**src/rtl/multicycle_control_fsm_pkg.sv**
```systemverilog
// Shared definitions for the multi-cycle control FSM: opcodes, state encodings,
// DataPath select codes and the packed control word.
package multicycle_control_fsm_pkg;

  localparam logic [2:0] OP_RTYPE   = 3'b000;
  localparam logic [2:0] OP_LW      = 3'b001;
  localparam logic [2:0] OP_SW      = 3'b010;
  localparam logic [2:0] OP_BEQ     = 3'b011;
  localparam logic [2:0] OP_J       = 3'b100;
  localparam logic [2:0] OP_ADDI    = 3'b101;
  localparam logic [2:0] OP_ILLEGAL = 3'b110;
  localparam logic [2:0] OP_HALT    = 3'b111;

  localparam logic [1:0] ALUOP_ADD   = 2'b00;
  localparam logic [1:0] ALUOP_SUB   = 2'b01;
  localparam logic [1:0] ALUOP_FUNCT = 2'b10;

  localparam logic [1:0] SRCB_REG    = 2'b00;
  localparam logic [1:0] SRCB_TWO    = 2'b01;
  localparam logic [1:0] SRCB_SEXT   = 2'b10;
  localparam logic [1:0] SRCB_BRANCH = 2'b11;

  localparam logic [1:0] PCSRC_ALU    = 2'b00;
  localparam logic [1:0] PCSRC_ALUOUT = 2'b01;
  localparam logic [1:0] PCSRC_JUMP   = 2'b10;

  typedef enum logic [4:0] {
    S_IDLE         = 5'd0,
    S_FETCH        = 5'd1,
    S_FETCH_WAIT   = 5'd2,
    S_DECODE       = 5'd3,
    S_MEMADDR      = 5'd4,
    S_MEMREAD      = 5'd5,
    S_MEMREAD_WAIT = 5'd6,
    S_MEMWB        = 5'd7,
    S_MEMWRITE     = 5'd8,
    S_EXEC         = 5'd9,
    S_RWB          = 5'd10,
    S_ADDI_EX      = 5'd11,
    S_ADDI_WB      = 5'd12,
    S_BRANCH       = 5'd13,
    S_JUMP         = 5'd14,
    S_HALT         = 5'd15,
    S_ILLEGAL      = 5'd16
  } state_t;

  typedef struct packed {
    logic [1:0] alu_op;
    logic [1:0] alu_src_b;
    logic [1:0] pc_source;
    logic       reg_dst;
    logic       mem_to_reg;
    logic       mem_read;
    logic       mem_write;
    logic       i_or_d;
    logic       reg_write;
    logic       ir_write;
    logic       pc_write;
    logic       pc_write_cond;
    logic       alu_src_a;
  } ctrl_word_t;

  localparam ctrl_word_t CTRL_ZERO = ctrl_word_t'(16'h0000);

  // Idle and both parking states are the only non-busy states.
  function automatic logic is_parked(input state_t s);
    return (s == S_IDLE) || (s == S_HALT) || (s == S_ILLEGAL);
  endfunction

endpackage

```
**src/rtl/multicycle_control_fsm_ctrl_word_decode.sv**
```systemverilog
// Combinational state -> DataPath control-word table; every control is 0 unless
// the state explicitly drives it.
module multicycle_control_fsm_ctrl_word_decode
  import multicycle_control_fsm_pkg::*;
(
  input  state_t     state,
  output ctrl_word_t ctrl,
  output logic       busy
);

  // Control word lookup for one state
  always_comb begin
    ctrl = CTRL_ZERO;
    busy = ~is_parked(state);
    case (state)
      S_FETCH: begin
        ctrl.mem_read = 1'b1;
      end
      S_FETCH_WAIT: begin
        ctrl.mem_read  = 1'b1;
        ctrl.ir_write  = 1'b1;
        ctrl.alu_src_b = SRCB_TWO;
        ctrl.alu_op    = ALUOP_ADD;
        ctrl.pc_write  = 1'b1;
        ctrl.pc_source = PCSRC_ALU;
      end
      S_DECODE: begin
        ctrl.alu_src_b = SRCB_BRANCH;
        ctrl.alu_op    = ALUOP_ADD;
      end
      S_MEMADDR, S_ADDI_EX: begin
        ctrl.alu_src_a = 1'b1;
        ctrl.alu_src_b = SRCB_SEXT;
        ctrl.alu_op    = ALUOP_ADD;
      end
      S_MEMREAD, S_MEMREAD_WAIT: begin
        ctrl.mem_read = 1'b1;
        ctrl.i_or_d   = 1'b1;
      end
      S_MEMWB: begin
        ctrl.reg_write  = 1'b1;
        ctrl.mem_to_reg = 1'b1;
      end
      S_MEMWRITE: begin
        ctrl.mem_write = 1'b1;
        ctrl.i_or_d    = 1'b1;
      end
      S_EXEC: begin
        ctrl.alu_src_a = 1'b1;
        ctrl.alu_src_b = SRCB_REG;
        ctrl.alu_op    = ALUOP_FUNCT;
      end
      S_RWB: begin
        ctrl.reg_dst   = 1'b1;
        ctrl.reg_write = 1'b1;
      end
      S_ADDI_WB: begin
        ctrl.reg_write = 1'b1;
      end
      S_BRANCH: begin
        ctrl.alu_src_a     = 1'b1;
        ctrl.alu_src_b     = SRCB_REG;
        ctrl.alu_op        = ALUOP_SUB;
        ctrl.pc_write_cond = 1'b1;
        ctrl.pc_source     = PCSRC_ALUOUT;
      end
      S_JUMP: begin
        ctrl.pc_write  = 1'b1;
        ctrl.pc_source = PCSRC_JUMP;
      end
      default: begin
        ctrl = CTRL_ZERO;
      end
    endcase
  end

endmodule

```
**src/rtl/multicycle_control_fsm.sv**
```systemverilog
// Moore control FSM for the 16-bit multi-cycle DataPath: sequencing, run gate,
// sticky halt/illegal flags and retired-instruction counter.
module multicycle_control_fsm
  import multicycle_control_fsm_pkg::*;
#(
  parameter int COUNT_WIDTH  = 16,
  parameter bit ILLEGAL_TRAP = 1'b1
) (
  input  logic                   clock,
  input  logic                   reset,
  input  logic                   run,
  input  logic [2:0]             opcode,
  output logic [1:0]             ALUOp,
  output logic [1:0]             ALUSrcB,
  output logic [1:0]             PCSource,
  output logic                   RegDst,
  output logic                   MemtoReg,
  output logic                   MemRead,
  output logic                   MemWrite,
  output logic                   IorD,
  output logic                   RegWrite,
  output logic                   IRWrite,
  output logic                   PCWrite,
  output logic                   PCWriteCond,
  output logic                   ALUSrcA,
  output logic                   halted,
  output logic                   illegal,
  output logic                   busy,
  output logic [4:0]             state_dbg,
  output logic [COUNT_WIDTH-1:0] instr_count
);

  localparam logic [COUNT_WIDTH-1:0] CNT_ONE = {{(COUNT_WIDTH-1){1'b0}}, 1'b1};

  state_t                 state_r;
  state_t                 state_nxt_s;
  ctrl_word_t             ctrl_r;
  ctrl_word_t             ctrl_nxt_s;
  logic                   busy_r;
  logic                   busy_nxt_s;
  logic                   halted_r;
  logic                   illegal_r;
  logic                   retire_s;
  logic                   illegal_set_s;
  logic [COUNT_WIDTH-1:0] instr_count_r;
  state_t                 boundary_s;

  // Outputs are decoded from the next state and registered, so they line up with
  // state_r and clear together with it on the asynchronous reset.
  multicycle_control_fsm_ctrl_word_decode u_decode (
    .state (state_nxt_s),
    .ctrl  (ctrl_nxt_s),
    .busy  (busy_nxt_s)
  );

  // Next-state, retire and illegal-detect logic
  always_comb begin
    boundary_s    = run ? S_FETCH : S_IDLE;
    state_nxt_s   = state_r;
    retire_s      = 1'b0;
    illegal_set_s = 1'b0;
    case (state_r)
      S_IDLE:         state_nxt_s = run ? S_FETCH : S_IDLE;
      S_FETCH:        state_nxt_s = S_FETCH_WAIT;
      S_FETCH_WAIT:   state_nxt_s = S_DECODE;
      S_DECODE: begin
        case (opcode)
          OP_RTYPE:      state_nxt_s = S_EXEC;
          OP_LW, OP_SW:  state_nxt_s = S_MEMADDR;
          OP_BEQ:        state_nxt_s = S_BRANCH;
          OP_J:          state_nxt_s = S_JUMP;
          OP_ADDI:       state_nxt_s = S_ADDI_EX;
          OP_HALT: begin
            state_nxt_s = S_HALT;
            retire_s    = 1'b1;
          end
          default: begin
            illegal_set_s = 1'b1;
            if (ILLEGAL_TRAP) begin
              state_nxt_s = S_ILLEGAL;
            end else begin
              state_nxt_s = boundary_s;
              retire_s    = 1'b1;
            end
          end
        endcase
      end
      // A store must be explicit; anything else takes the side-effect-free read path.
      S_MEMADDR:      state_nxt_s = (opcode == OP_SW) ? S_MEMWRITE : S_MEMREAD;
      S_MEMREAD:      state_nxt_s = S_MEMREAD_WAIT;
      S_MEMREAD_WAIT: state_nxt_s = S_MEMWB;
      S_EXEC:         state_nxt_s = S_RWB;
      S_ADDI_EX:      state_nxt_s = S_ADDI_WB;
      S_MEMWB, S_MEMWRITE, S_RWB, S_ADDI_WB, S_BRANCH, S_JUMP: begin
        state_nxt_s = boundary_s;
        retire_s    = 1'b1;
      end
      S_HALT:         state_nxt_s = S_HALT;
      S_ILLEGAL:      state_nxt_s = S_ILLEGAL;
      default:        state_nxt_s = S_IDLE;
    endcase
  end

  // State, registered controls, sticky flags and retire counter
  always_ff @(posedge clock or posedge reset) begin
    if (reset) begin
      state_r       <= S_IDLE;
      ctrl_r        <= CTRL_ZERO;
      busy_r        <= 1'b0;
      halted_r      <= 1'b0;
      illegal_r     <= 1'b0;
      instr_count_r <= {COUNT_WIDTH{1'b0}};
    end else begin
      state_r <= state_nxt_s;
      ctrl_r  <= ctrl_nxt_s;
      busy_r  <= busy_nxt_s;
      if (state_nxt_s == S_HALT) begin
        halted_r <= 1'b1;
      end
      if (illegal_set_s) begin
        illegal_r <= 1'b1;
      end
      if (retire_s) begin
        instr_count_r <= instr_count_r + CNT_ONE;
      end
    end
  end

  assign ALUOp       = ctrl_r.alu_op;
  assign ALUSrcB     = ctrl_r.alu_src_b;
  assign PCSource    = ctrl_r.pc_source;
  assign RegDst      = ctrl_r.reg_dst;
  assign MemtoReg    = ctrl_r.mem_to_reg;
  assign MemRead     = ctrl_r.mem_read;
  assign MemWrite    = ctrl_r.mem_write;
  assign IorD        = ctrl_r.i_or_d;
  assign RegWrite    = ctrl_r.reg_write;
  assign IRWrite     = ctrl_r.ir_write;
  assign PCWrite     = ctrl_r.pc_write;
  assign PCWriteCond = ctrl_r.pc_write_cond;
  assign ALUSrcA     = ctrl_r.alu_src_a;
  assign halted      = halted_r;
  assign illegal     = illegal_r;
  assign busy        = busy_r;
  assign state_dbg   = state_r;
  assign instr_count = instr_count_r;

endmodule

```
**config.mk**
```make
export PLATFORM = sky130hd
export DESIGN_NAME = multicycle_control_fsm
export DESIGN_NICKNAME = d
export VERILOG_FILES = /design/src/rtl/multicycle_control_fsm_pkg.sv /design/src/rtl/multicycle_control_fsm_ctrl_word_decode.sv /design/src/rtl/multicycle_control_fsm.sv
export SDC_FILE = /design/constraint.sdc
export NUM_CORES = 1
export LEC_CHECK = 0
export CORE_AREA = 5 5 68 70
export DETAILED_ROUTE_END_ITERATION = 10
export DIE_AREA = 0 0 73 75
export HOLD_SLACK_MARGIN = 0.05
export PLACE_DENSITY = 0.76
export SKIP_LAST_GASP = 1
export SYNTH_ARGS = -nofsm -noshare
export SYNTH_HDL_FRONTEND = slang
export SYNTH_SLANG_ARGS = --single-unit
```
**constraint.sdc**
```tcl
create_clock -name clock -period 2.08 [get_ports clock]
set_input_delay 0.52 -clock clock [delete_from_list [all_inputs] [get_ports clock]]
set_output_delay 0.52 -clock clock [all_outputs]
set_load 0.01 [all_outputs]
```
After elaboration in Yosys (flattened, before gate mapping)
Cells that the tools add are included.
W data, S select, Z words.

operators by class
  add/subtract/negate cells = 1
  multipliers = 0
  div/mod/pow operators = 0
  magnitude comparators = 0
  eq/ne operators = 38
  shifts and indexed selects = 0
  muxes and demuxes = 20
  bitwise gates (word level) = 1
  reductions and logical operators = 15

operator list
  kind                     number
  $eq A5 B4 Y1 const B     16
  $pmux W5 S11             1
  $eq A5 B3 Y1 const B     8
  $pmux W5 S6              1
  $eq A5 B2 Y1 const B     4
  $pmux W4 S5              1
  $add A16 B1 Y16 const B  1
  $mux W1                  14
  $reduce_or A7 Y1         2
  $eq A5 B1 Y1 const B     2
  $eq A5 B5 Y1 const B     2
  $logic_not A5 Y1         2
  $eq A3 B3 Y1 const B     3
  $reduce_or A4 Y1         2
  $eq A3 B2 Y1 const B     2
  $reduce_or A2 Y1         3
  $reduce_or A3 Y1         2
  $reduce_or A6 Y1         1
  $mux W4                  1
  $pmux W2 S2              1
  $eq A3 B1 Y1 const B     1
  $logic_not A3 Y1         1
  $logic_or A1 B1 Y1       2
  $pmux W1 S2              1
  $not A1 Y1               1

storage, ports and cells
  register bits after elaboration = 40
  bits in latches = 0
  memory bits (writable) = 0
  bits in read-only memories = 0
  logic and storage cells = 93
  memories = 0

Logic depth before layout (Yosys ltp)
  depth after elaboration = 8
  gate-level depth with buffers = 8
  gate-level depth less buffers = 7

Hierarchy
Synthesis repeated with hierarchy kept, for this count alone.

second synthesis, totals
  cell total of the unflattened synthesis = 191
  area total of the unflattened synthesis = 2034.5 um^2

by module, submodules not included
  module                                   instances  cells each  area an instance (um^2)  seq. area each (um^2)
  multicycle_control_fsm                   1          151         1764.2                   1001.0
  multicycle_control_fsm_ctrl_word_decode  1          40          270.3                    0.0

Worst setup path before layout
Ideal clock, no wire load.

  kind = input-to-reg
  start point = input port opcode[2]
  end point = register halted_r, in the netlist halted
  library setup time = 0.124 ns
  arrival time = 1.798 ns
  data required time = 1.956 ns
  setup slack = 0.158 ns
  cell stages on the path = 7
  buffers on the path = 1
  cell sequence = buf_2 or3b_1 a32oi_1 o22ai_2 nand2_4 nor3_1 or2_1

between the ends
  cells in the longest elaborated chain, start to end = 5

RTL lines
  item                                          line                                                        text
  start, declared                               multicycle_control_fsm.sv:12                                input logic [2:0] opcode,
  $eq A3 B2 Y1 or $eq A3 B1 Y1 (tied branches)  multicycle_control_fsm.sv:67, multicycle_control_fsm.sv:89
  $reduce_or A2 Y1                              -
  $pmux W5 S6                                   multicycle_control_fsm.sv:67                                case (opcode)
  $pmux W5 S11 *                                multicycle_control_fsm.sv:62                                case (state_r)
  via state_nxt_s[0]                            multicycle_control_fsm.sv:36                                state_t state_nxt_s;
  $eq A5 B4 Y1 *                                multicycle_control_fsm.sv:117                               if (state_nxt_s == S_HALT) begin
  end signal, assigned                          multicycle_control_fsm.sv:110                               halted_r <= 1'b0;
  end signal, assigned                          multicycle_control_fsm.sv:118                               halted_r <= 1'b1;
  end, declared                                 multicycle_control_fsm.sv:41                                logic halted_r;

The timed path passes the listed nets; every way through them passes the cells marked *.
A chain may end at the register's enable or synchronous reset.

Worst setup path after layout
  start point = register state_r[3], in the netlist state_dbg[3]
  end point = output port state_dbg[3]

RTL lines
  item                    line                           text
  start, declared         multicycle_control_fsm.sv:35   state_t state_r;
  start signal, assigned  multicycle_control_fsm.sv:114  state_r <= state_nxt_s;
  end, declared           multicycle_control_fsm.sv:29   output logic [4:0] state_dbg,

No word-level cell between the ends.

==> metrics.md <==
| Metric | Value |
|---|---|
| # H-tree levels | 2 |
| Routed Antenna Nets | 0 |
| Share of the synthesized area in compound gates (AO/OA/AOI/OAI) | 0.09371 |
| Number of placement rows | 23 |
| Remaining max-slew budget at the tightest pin | 0.6768 |
| Die width | 73 µm |
| Buffers on Ports | 45 |
| Most used flip-flop cell after synthesis | dfrtp_1 |
| Run status | finished clean |
| Number of synthesized register bits | 40 |
| Slowest cell on the critical path | clkdlybuf4s50_1 |
| Endpoint type of the worst setup path | output port |
| Worst hold margin | 473.6 ps |
| Arrival time worst endpoint | 1490 ps |
| Die height | ~75 µm |
| Number of hold violations in the final report | 0 |
| Lkg Pwr | 1.224 nW |
| Starting density of the core | 0.4776 |
| Number of distinct standard cells referenced by the synthesized netlist | 50 |
| CTS Buffer Depth | 2 |
| Top cells by area, synth | dfrtp_1 54%, xor2_1 4.7%, xnor2_1 4.2% |
| Initial antenna violation count | 0 |
| TritonCTS clock tree | built |
| Commonest non-fill, non-tap cell in the layout | clkdlybuf4s50_1 |
| Critical Path, Cell by Cell | buf_4 > clkdlybuf4s50_1 |
| Class of the most critical setup path | register to output port |
| Final setup fails | 0 |
| Share of flip-flops with an asynchronous set or reset after synthesis | 1.000 |
| Count of flip-flops with a built-in enable after synthesis | 0 |
| Setup TNS Final | 0 ps |
| Cell type with the largest total area after synthesis | dfrtp_1 |
| Worst voltage drop across the vdd grid | around 1000 µV |
| Fraction of the mapped netlist area in adder cells | 0.006693 |
| Clock net sink count | 40 |
| Required @ worst endpoint | 1560 ps |
| Clock skew | 5.437 ps |
| TritonCTS Buffers | 5 |
| Total routed wirelength | roughly 4500 µm |
| Post-synthesis cell area | 1869 µm² |
| Clock Root Buffer | clkbuf_8 |
| Final Cycle Share | 0.9651 |
| Class of the worst hold path | register to register |
| Clock Latency Late Sink | 290 ps |
| Most frequent cells in the layout | 42 x clkdlybuf4s50_1, 37 x dfrtp_1, 23 x buf_4, 14 x nand3_1, 13 x nand2_1 |
| Portion of netlist area occupied by mux cells | 0.006024 |
| Maximum number of pins on one net before global-route repair | 41 |
| Post-route minimum period | 2007 ps |
| Simple-gate share of the synthesized area | 0.2289 |
| Tightest Pin Transition | between 400 and 500 ps |
| Number of inserted filler cells in the final layout | 333 |
| Share of layout cells above drive strength 1 | 0.2114 |
| Total track usage | 0.1785 |
| Cell area power density | 1359 nW/µm² |
| Post-synth top area share | 0.5355 |
| Mean area per synthesized cell | 10.56 µm² |
| Pre-Repair DR Iteration Count | 4 |
| Vias in the first global route | 1482 |
| Number of instances in the synthesized netlist | between 150 and 200 |
| Global-route wire length before repair | between 7000 and 8000 µm |
| Die ar. | approximately 5500 µm² |
| First-iteration detailed-routing DRC count | 107 |
| Crit path max fanout | 10 |
| Setup repair after global routing missed its margin | false |
| Post-DR vias/cell | 5.250 |
| Proportion of synthesized chip area in sequential cells | 0.5355 |
| Antenna Diode Count | 0 |
| Largest family of logic cells by synthesized area | simple AND/OR/NAND/NOR gates |
| Drt wl/cell | between 15 and 20 µm |
| Overall overflow remaining after global route | 0 |
| Routability-driven placement congestion ratio | slightly above 1 |
| Area growth from synthesis to final layout | 43.17% |
| Placeable core area | between 3000 and 4000 µm² |
| Total number of vias | between 1500 and 2000 |
| Highest clock frequency the design can meet | about 500 MHz |
| Remaining design rule violation count | 0 |
| Count of max-cap constraint violations | 0 |
| Total of warnings raised by yosys | 0 |
| Xor/xnor cell area share of the yosys netlist | 0.08902 |
| Number of ports placed on the die boundary | 46 |
| Clk pin slew, worst setup/hold paths | 80 ps |
| Post-synth net total | about 180 |
| Slowest cell delay on critical path | 540 ps |
| Startpoint Class | register |
| Final number of max-transition violations | 0 |
| Estimated wirelength of the detail-placed design | 3384 µm |
| Final Net Count | 252 |
through the flow:
stage	worst slack, ps	power, mW	std cells	utilization	area [µm²]
final	72.55	3.636	296	0.6838	2676
after global routing	6.355	3.880	296	0.6838	2676
after CTS	24.93	3.648	296	0.6739	2638
after detailed placement	-319.4	2.968	288	0.6423	2514
after global placement	-277.3	2.948	288	0.6423	2514
after floorplan	157.7	2.110	177	-	1869
Yosys cell counts (all sizes together), types with 3 or more instances:
cell type	count
nor2b	3
nor3	12
nor2	13
xor2	10
buf	5
nand3	15
a21oi	5
nand2b	3
o21ai	3
xnor2	9
inv	8
dfrtp	40
nand2	14
power breakdown:
group,internal (mW),switching [mW],total (mW)
Sequential,0.985,0.213,1.20
Combinational,0.903,0.876,1.78
Clock,0.392,0.268,0.660
Total,2.28,1.36,3.64
area by class of cell:
class	count	area, µm²	share of cell area
Tap cell	50	62.56	0.02338
Clock inverter	2	38.79	0.01449
Clock buffer	6	82.58	0.03086
Sequential cell	40	1005	0.3754
Multi-Input combinational cell	121	827.0	0.3090
Inverter	9	33.78	0.01262
Timing Repair Buffer	68	626.9	0.2342
path summary, 6_finish.rpt:
kind / from / end / slack (ps) / cells past startpoint
max reg2reg: state_dbg[2] / instr_count[14] / 130 / 6
max in group asynchronous: reset / state_dbg[3] / 1080 / 3
min: instr_count[15] / instr_count[15] / 470 / 1
min reg2reg: instr_count[15] / instr_count[15] / 470 / 1
min in group asynchronous: reset / PCSource[1] / 640 / 3
max: state_dbg[3] / state_dbg[3] / 70 / 2
flip-flops by register name, indices dropped and copies added (netlist names), 2 cells and up:
signal	flops
PCSource	2
instr_count	16
ALUSrcB	2
state_dbg	5
ALUOp	2
worst max-delay path, delay by kind of cell (launching register included):
family                 cells  cell delay (ps)
buffers and inverters      2              720
DFF                        1              480
layer usage:
layer  wire length [µm]  global-route usage  vias to the layer above
li1                   -                   -                      758
met1               1866              0.2274                      733
met2               2256              0.2860                       58
met3                310             0.04940                        5
met4                 62             0.07787                        0
met5                  0                   0                        -
cell families after synthesis:
| family | Yosys count |
|---|---|
| DFF | 40 |
| buffers and inverters | 16 |
| adders and majority gates | 1 |
| and+or+nand+nor | 77 |
| xor gates and xnor gates | 19 |
| AOI/OAI and AO/OA | 23 |
| muxes | 1 |
repair_timing:
| item | in CTS | in global routing |
|---|---|---|
| gates resized for setup | 3 | 10 |
| endpoints found under the hold margin | 0 | 0 |
| buffers inserted | 0 | 0 |
| setup endpoints to repair | 5 | 8 |
| hold buffers | 0 | 0 |
| pin swaps | 0 | 4 |
No activity file was read; power rests on OpenSTA's default activity.
